--- config.mk ---
export PLATFORM = sky130hd
export DESIGN_NAME = dmem_responder
export DESIGN_NICKNAME = d
export VERILOG_FILES = /design/src/rtl/dmem_responder.sv
export SDC_FILE = /design/constraint.sdc
export NUM_CORES = 2
export LEC_CHECK = 0
export ABC_AREA = 0
export CAP_MARGIN = 30
export CELL_PAD_IN_SITES_DETAIL_PLACEMENT = 1
export CELL_PAD_IN_SITES_GLOBAL_PLACEMENT = 1
export CORE_ASPECT_RATIO = 1.1
export CORE_MARGIN = 2
export CORE_UTILIZATION = 51
export CTS_BUF_LIST = sky130_fd_sc_hd__clkbuf_2 sky130_fd_sc_hd__clkbuf_4 sky130_fd_sc_hd__clkbuf_8
export CTS_CLUSTER_DIAMETER = 30
export CTS_CLUSTER_SIZE = 30
export DETAILED_ROUTE_END_ITERATION = 7
export PLACE_DENSITY = 0.9
export SYNTH_ARGS = -nofsm -noshare
export SYNTH_HDL_FRONTEND = slang
export SYNTH_SLANG_ARGS = --single-unit
export TNS_END_PERCENT = 20
--- constraint.sdc ---
create_clock -name Clk -period 4.1 [get_ports Clk]
set_input_delay 1.025 -clock Clk [delete_from_list [all_inputs] [get_ports Clk]]
set_output_delay 1.025 -clock Clk [all_outputs]
set_load 0.005 [all_outputs]
--- src/rtl/dmem_responder.sv ---
// Multi-cycle big-endian word data memory for the MEM stage.
// Define DMEM_ADDR_CHECK_EN to flag misaligned/out-of-range accesses.
module dmem_responder #(
    parameter int DEPTH_BYTES = 256,
    parameter int LATENCY     = 2
) (
    input  logic        Clk,
    input  logic        Reset,
    input  logic        MemRead,
    input  logic        MemWre,
    input  logic [31:0] DataAddress,
    input  logic [31:0] DataIn,
    output logic [31:0] DataOut,
    output logic        MemReady,
    output logic        MemBusy,
    output logic        AddrErr
);

    localparam int AW = $clog2(DEPTH_BYTES);
    localparam int CW = (LATENCY > 1) ? $clog2(LATENCY) : 1;

    typedef enum logic [1:0] {
        IDLE,
        BUSY,
        RESP
    } state_t;

    state_t        state_q;
    logic [CW-1:0] cnt_q;
    logic [31:0]   addr_q;
    logic [31:0]   data_q;
    logic          wr_q;
    logic          rd_q;
    logic [31:0]   dout_q;
    logic          ready_q;
    logic          busy_q;
    logic          err_q;

    logic [7:0] mem_q [DEPTH_BYTES];

    logic          req;
    logic          fire;
    logic          in_idle;
    logic [31:0]   acc_addr;
    logic [31:0]   acc_data;
    logic          acc_wr;
    logic          acc_rd;
    logic          acc_err;
    logic [AW-1:0] idx0;
    logic [AW-1:0] idx1;
    logic [AW-1:0] idx2;
    logic [AW-1:0] idx3;

    assign req     = MemRead | MemWre;
    assign in_idle = (state_q == IDLE);

    // With LATENCY 1 the access happens on the acceptance edge itself
    assign fire = (in_idle && req && (LATENCY == 1))
                | ((state_q == BUSY) && (cnt_q == CW'(1)));

    assign acc_addr = in_idle ? DataAddress : addr_q;
    assign acc_data = in_idle ? DataIn : data_q;
    assign acc_wr   = in_idle ? MemWre : wr_q;
    assign acc_rd   = in_idle ? (MemRead & ~MemWre) : rd_q;

    assign idx0 = {acc_addr[AW-1:2], 2'd0};
    assign idx1 = {acc_addr[AW-1:2], 2'd1};
    assign idx2 = {acc_addr[AW-1:2], 2'd2};
    assign idx3 = {acc_addr[AW-1:2], 2'd3};

`ifdef DMEM_ADDR_CHECK_EN
    assign acc_err = (|acc_addr[1:0]) | (acc_addr >= 32'(DEPTH_BYTES));
`else
    logic unused_addr;
    assign unused_addr = ^{acc_addr[31:AW], acc_addr[1:0]};
    assign acc_err     = 1'b0;
`endif

    always_ff @(posedge Clk) begin
        if (Reset && fire && acc_wr && !acc_err) begin
            mem_q[idx0] <= acc_data[31:24];
            mem_q[idx1] <= acc_data[23:16];
            mem_q[idx2] <= acc_data[15:8];
            mem_q[idx3] <= acc_data[7:0];
        end
    end

    always_ff @(posedge Clk) begin
        if (!Reset) begin
            state_q <= IDLE;
            cnt_q   <= '0;
            addr_q  <= '0;
            data_q  <= '0;
            wr_q    <= 1'b0;
            rd_q    <= 1'b0;
            dout_q  <= '0;
            ready_q <= 1'b0;
            busy_q  <= 1'b0;
            err_q   <= 1'b0;
        end else begin
            ready_q <= 1'b0;
            err_q   <= 1'b0;
            unique case (state_q)
                IDLE: begin
                    if (req) begin
                        addr_q <= DataAddress;
                        data_q <= DataIn;
                        wr_q   <= MemWre;
                        rd_q   <= MemRead & ~MemWre;
                        cnt_q  <= CW'(LATENCY - 1);
                        busy_q <= 1'b1;
                        state_q <= (LATENCY == 1) ? RESP : BUSY;
                    end
                end
                BUSY: begin
                    cnt_q <= cnt_q - CW'(1);
                    if (cnt_q == CW'(1)) begin
                        state_q <= RESP;
                    end
                end
                RESP: begin
                    busy_q  <= 1'b0;
                    state_q <= IDLE;
                end
                default: begin
                    state_q <= IDLE;
                end
            endcase
            if (fire) begin
                ready_q <= 1'b1;
                err_q   <= acc_err;
                if (acc_rd) begin
                    dout_q <= acc_err ? 32'h0 :
                        {mem_q[idx0], mem_q[idx1], mem_q[idx2], mem_q[idx3]};
                end
            end
        end
    end

    assign DataOut  = dout_q;
    assign MemReady = ready_q;
    assign MemBusy  = busy_q;
    assign AddrErr  = err_q;

endmodule

==> summary by stage, run 1 <==
Run status
The flow did not finish. The run ended at 5_1_grt. The tool reported: "[ERROR GRT-0232] Routing congestion too high. Check the congestion heatmap in the GUI".

Floorplan
After floorplanning, the core was divided into 152 placement rows. The effective utilization at floorplan is 51.3%. During I/O placement, the number of pins put on the boundary was 103. The floorplan step set the die width to 382 um. In this run the vertical extent of the chip is 420 um.

Placed design
At the end of routability-driven placement, the weighted congestion stood at 0.931. The final HPWL from detailed placement is 213000 um. After detailed placement, the total cell area comes to 89500 um^2. After detailed placement, the design holds a cell count of 7034. Port buffering added 75 buffers.

Logic synthesis
In this run, synthesis inferred 2048 flip-flops with an integrated enable. The post-synthesis cell type count is 75. The warning count from the yosys run is 0.

The largest family of logic cells by synthesized area is compound AO/OA/AOI/OAI gates. The synthesized netlist devotes 0% of its cell area to XOR and XNOR gates. The summed instance area of the synthesized netlist is 80200 um^2. After synthesis, the mean cell area works out to 17.2 um^2.

The share of synthesized registers carrying an async set or reset is 0%. The multiplexer area fraction after synthesis is 5.47%. The sequential area share after synthesis is 78.6%.

The post-synthesis share of cell area spent on full adders, half adders and majority gates is 0%. Counting every net in the synthesized netlist gives 4715. In the synthesized netlist, the number of instances is 4647. The simple-gate share of the synthesized area is 3.19%. The flip-flop cell with the highest count after synthesis is sky130_fd_sc_hd__edfxtp_1. The synthesized netlist devotes 10.9% of its cell area to compound gates.

In this run, synthesis produced a sequential element count of 2125.

CTS
The clock root buffer is sky130_fd_sc_hd__clkbuf_8. The clock drives 2125 sinks. The number of resized instances in the post-cts repair step is 1.

The hold-fix buffer count after cts is 0. TritonCTS created 332 clock buffers. The H-tree depth is 5. No sink is reached through more buffers than the 4 on the longest clock path. The buffers inserted during post-CTS setup optimization is 0.

Global route
Global routing finished with a remaining overflow of 94. The maximum number of pins on one net before global-route repair is 65. Global routing consumed, over all layers together, 74.2% of the routing resources. The initial antenna violation count came to 90.

STA
Once global-route timing repair stopped, the endpoint with the least setup slack was DataOut[30]$_SDFFE_PN0P_/D. After the last repair the worst path ends at a register data pin.
-- synth_stat cells, drive strengths merged, types with 10 or more instances --
master   count  area (um^2)
clkbuf      92          345
a21oi       91          455
edfxtp    2048        61500
o21ai      139          696
nand3       20          100
dfxtp       77         1540
o32ai       11         96.3
a2111oi     17          149
a221oi      54          473
a22o        38          333
nor4        18          113
buf        205         1040
a31oi      103          659
a222oi      57          571
a21boi      45          338
nor2        98          373
o22a        53          464
mux2i      374         3740
a22oi      387         2910
nor3        21          105
nand2      347         1310
o221ai      20          175
mux2        57          642
a41oi       10         87.6
o22ai      125          820
-- metrics by stage --
step,hold WS [ns],setup slack (ns)
3_5_place_dp,0.472,-0.509
3_3_place_gp,0.451,-0.209
4_1_cts,0.213,0.00478
2_1_floorplan,0.444,-0.187
-- layer usage --
layer / overflow / track usage (%)
met1: 5 / 70.6
met2: 44 / 85.8
met3: 1 / 68.1
met4: 44 / 70.9
met5: 0 / 60.1
-- cells by family after synthesis --
| family | count (synthesis) |
|---|---|
| simple gates | 577 |
| compound gates | 1213 |
| flops | 2125 |
| buf+inv | 300 |
| other cells | 1 |
| mux | 431 |
==> run 2, diff against run 1 <==
==> config.mk (replaced) <==
export PLATFORM = sky130hd
export DESIGN_NAME = dmem_responder
export DESIGN_NICKNAME = d
export VERILOG_FILES = /design/src/rtl/dmem_responder.sv
export SDC_FILE = /design/constraint.sdc
export NUM_CORES = 2
export LEC_CHECK = 0
export ABC_AREA = 0
export CAP_MARGIN = 30
export CORE_MARGIN = 2
export CORE_UTILIZATION = 40
export DETAILED_ROUTE_END_ITERATION = 7
export PLACE_DENSITY_LB_ADDON = 0.15
export SYNTH_ARGS = -nofsm -noshare
export SYNTH_HDL_FRONTEND = slang
export SYNTH_SLANG_ARGS = --single-unit
export TNS_END_PERCENT = 20
==> constraint.sdc (replaced) <==
create_clock -name Clk -period 5.35 [get_ports Clk]
set_input_delay 1.3375 -clock Clk [delete_from_list [all_inputs] [get_ports Clk]]
set_output_delay 1.3375 -clock Clk [all_outputs]
set_load 0.005 [all_outputs]
==> run 2 against run 1 <==
  * The flow now finishes, with violations (DRC)
  * Synthesized cell count unchanged
  * Synthesized area unchanged
==> summary by stage, run 2 <==
Finish
mem_q holds more flip-flops than any other register. The fraction of layout cells with a size suffix above 1 is 17.1%. In the final design database the tool counted 5088 nets.

The top cell types in the final layout, fill and taps aside, are 2048 x sky130_fd_sc_hd__edfxtp_1, 386 x sky130_fd_sc_hd__a22oi_1, 372 x sky130_fd_sc_hd__mux2i_1. Leaving out fill and tap cells, the most frequent cell in the layout is sky130_fd_sc_hd__edfxtp_1. The register with the most flip-flops in the layout has 2048 of them. Relative to the synthesized area, the layout overhead comes to 18.5%. For this run, the share of the core covered by cells in the final layout is 47.6%. Once layout is done, the placed cells without fillers occupy 95000 um^2.

CTS
The clock slew seen by the registers of the worst setup and hold paths is 0.06 ns. The cell sitting at the root of the clock tree is a sky130_fd_sc_hd__clkbuf_16. The number of hold buffers added after CTS was 0. The number of resized instances in the post-cts repair step is 0.

In this run the number of H-tree levels came out at 4. The total CTS buffers is 217. The TritonCTS sink count is 2125. TritonCTS built the clock tree. Buffers added to address setup during post-CTS repair amount to 0. The insertion delay to the later sink of the worst-skew pair is 0.89 ns. Counting along the longest clock path gives a buffer depth of 3.

STA
The worst hold slack is 0.466 ns. The fmax is 0.230 GHz. The summed negative setup slack over all endpoints is 0 ns.

The time the final worst path needs with I/O delays and setup is 4.36 ns. The relative slew slack is 28.6%. Setup repair after global routing left no endpoint under its margin. The number of slew-limit violations in the final report is 0. The final setup skew is 0.0377 ns. The number of hold-slack violations in the final timing report came to 0. The setup-violating endpoint count in the final report is 0.

The measured slew at the worst slew-check pin is 1.07 ns. In the finished design, the share of the clock period the worst path needs comes to 81.4%.

Logic synthesis
Sorting the synthesized cells by area gives the leading types as sky130_fd_sc_hd__edfxtp_1 77%, sky130_fd_sc_hd__mux2i_1 4.7%, sky130_fd_sc_hd__a22oi_1 3.6%. The share of synthesized registers carrying an async set or reset is 0%. The mean cell area of the mapped netlist is 17.2 um^2.

In the post-synthesis netlist, the cell with the most instances is sky130_fd_sc_hd__edfxtp_1. The top cell type's share of synthesized area is 76.7%. The warning count from the yosys run is 0. The synthesized design contains 2125 register bits.

In this run, distinct cell masters in the synthesized netlist total 75. Synthesis handed over a netlist of 4647 instances. Counting every net in the synthesized netlist gives 4715. The largest total area in the synthesized netlist belongs to sky130_fd_sc_hd__edfxtp_1. The mapped netlist covers 80200 um^2. The flip-flop cell with the highest count after synthesis is sky130_fd_sc_hd__edfxtp_1. Yosys mapped a number of flops with a built-in enable equal to 2048.

By count the netlist is led by 2048 x sky130_fd_sc_hd__edfxtp_1, 387 x sky130_fd_sc_hd__a22oi_1, 374 x sky130_fd_sc_hd__mux2i_1. The sequential area share after synthesis is 78.6%.

Power and ir drop
In this run the static leakage power is 30.7 nW. The total net switching power is 9.47 mW. Combinational cells account for 10.5% of the total power. Of the total power, the share spent switching nets is 25.0%. The proportion of power drawn by the clock network is 40.1%. The maximum ir drop on the vdd rail is 0.000315 V. The total power density per cell area is 399 nW/um^2. The internal power of the cells totals 28.4 mW. The sequential cell fraction of total power is 49.4%.

Worst setup path
The path type of the worst setup path is in -> reg. Along the worst path, the maximum fanout reaches 38. In this design, the largest share of critical-path delay is due to compound AO/OA/AOI/OAI gates. The delay of the slowest critical-path stage is 0.72 ns. The nature of the critical path startpoint is an input port. The critical path arrival is 5.12 ns. The worst setup path is captured at a flop. The critical path goes through clkdlybuf4s50_1, nor3b_2, nor2_4, buf_12, mux2_2, a222oi_1, a21oi_1, a2111oi_0, buf_4, a31oi_1. Data on the critical path is required at its endpoint by 6.11 ns. The critical path contains buffers and inverters numbering 3 combined. On the critical path, the stage with the largest delay is an instance of sky130_fd_sc_hd__a2111oi_0.

Floorplan
The core region is 199000 um^2. The die extent in y is 452 um. The overall die width is 452 um. The die covers 204000 um^2.

The floorplan has 164 rows. Once the floorplan was initialized, standard cells occupied 40.2% of the core. 103 I/O pins were placed.

Worst hold path
The class of the tightest hold or removal check is reg -> reg.

Run status
The checks that failed: DRC. The flow ran to the end, but the final reports show violations.

Global route
For met3 alone, demand over resource in global routing was 5.97%. The wire length of the first global-routing pass is 418000 um. The busiest layer in global routing is met2. Entering global routing, the biggest net connects 66 pins.

The sum of overflow across all layers after global routing is 0. The met1 track utilization from global routing is 42.8%. Across every metal layer, demand over resource in global routing totals 30.1%. In the global route stage, met2 resource usage came out at 46.5%.

The initial antenna violation count was 15. The via count of the first global-routing pass is 46800.

Detailed routing
The iteration count of the initial detailed-routing pass is 8. Detailed routing inserted a total of 50100 vias. The average via count per standard cell is 6.37. After the first detailed-routing iteration, the DRC count stood at 8189.

The routed wire length is 312000 um. The number of routed nets with antenna violations is 0. After detailed routing, the average wire length per cell comes to 39.6 um. The count of unresolved DRC violations after routing is 6.

Placed design
At the end of routability-driven placement, the weighted congestion stood at 0.853. Once detailed placement completed, the half-perimeter wirelength came to 181000 um. The placed instances occupy a cell area of 87700 um^2. Buffers placed on the I/O ports in this run total 75.

Job
The count of max-cap constraint violations is 0.
## run 2: logic make-up (layout without fill, tap and decap cells)
family / after synthesis / after routing / synth area share, %
buf+inv: 300 / 859 / 1.75
compound gates: 1213 / 1213 / 10.9
other cells: 1 / 8 / 0.00468
mux: 431 / 431 / 5.47
flops: 2125 / 2125 / 78.6
simple gates: 577 / 577 / 3.19
## run 2: area by class of cell
class / instances / area [um^2]
diodes: 7 / 17.5
clock buffers: 288 / 5920
clock inverters: 117 / 1210
fillers: 16900 / 105000
inverters: 3 / 11.3
multi-input cells: 2222 / 16500
flip-flops and latches: 2125 / 63000
well taps: 2656 / 3320
repair buffers: 451 / 4890
## run 2: power groups by stage
stage | logic [mW] | registers [mW] | clock network [mW]
after floorplan | 1.91 | 19.1 | 0
after global placement | 3.82 | 19.1 | 0
after detailed placement | 3.89 | 19.1 | 0
after CTS | 3.90 | 18.7 | 15.3
after global routing | 4.11 | 18.7 | 15.9
final | 3.99 | 18.7 | 15.2
## run 2: per-layer routing
layer  vias to the layer above  share of wire [%]
met5                         -             0.0064
met4                         4                3.5
met3                       512                 10
met2                      3047                 46
met1                     26700                 41
li1                      19800                  -
## run 2: worst paths after layout
kind | start | to | slack, ns | cells after the start
setup reg to reg | state_q[1]$_SDFFE_PN0P_ | DataOut[29]$_SDFFE_PN0P_ | 1.08 | 8
hold / removal | data_q[9]$_SDFFE_PN0P_ | data_q[9]$_SDFFE_PN0P_ | 0.47 | 2
hold reg to reg | data_q[9]$_SDFFE_PN0P_ | data_q[9]$_SDFFE_PN0P_ | 0.47 | 2
setup / recovery | DataAddress[2] | DataOut[17]$_SDFFE_PN0P_ | 0.99 | 10
## run 2: worst min-delay path, cell delays in order, from the launching register on
cell                       delay, ns
sky130_fd_sc_hd__dfxtp_1        0.31
sky130_fd_sc_hd__nand2_1        0.04
sky130_fd_sc_hd__a21boi_0       0.06
## run 2: per-stage QoR
stage | worst slack, ns | cells | power (mW)
finish | 0.995 | 7869 | 37.9
global route | 0.970 | 7863 | 38.8
CTS | 1.07 | 7858 | 37.9
detailed placement | 0.276 | 7453 | 23.0
global placement | 0.186 | 7440 | 22.9
floorplan | 0.751 | 4647 | 21.0
Power figures use the tool's default switching activity.
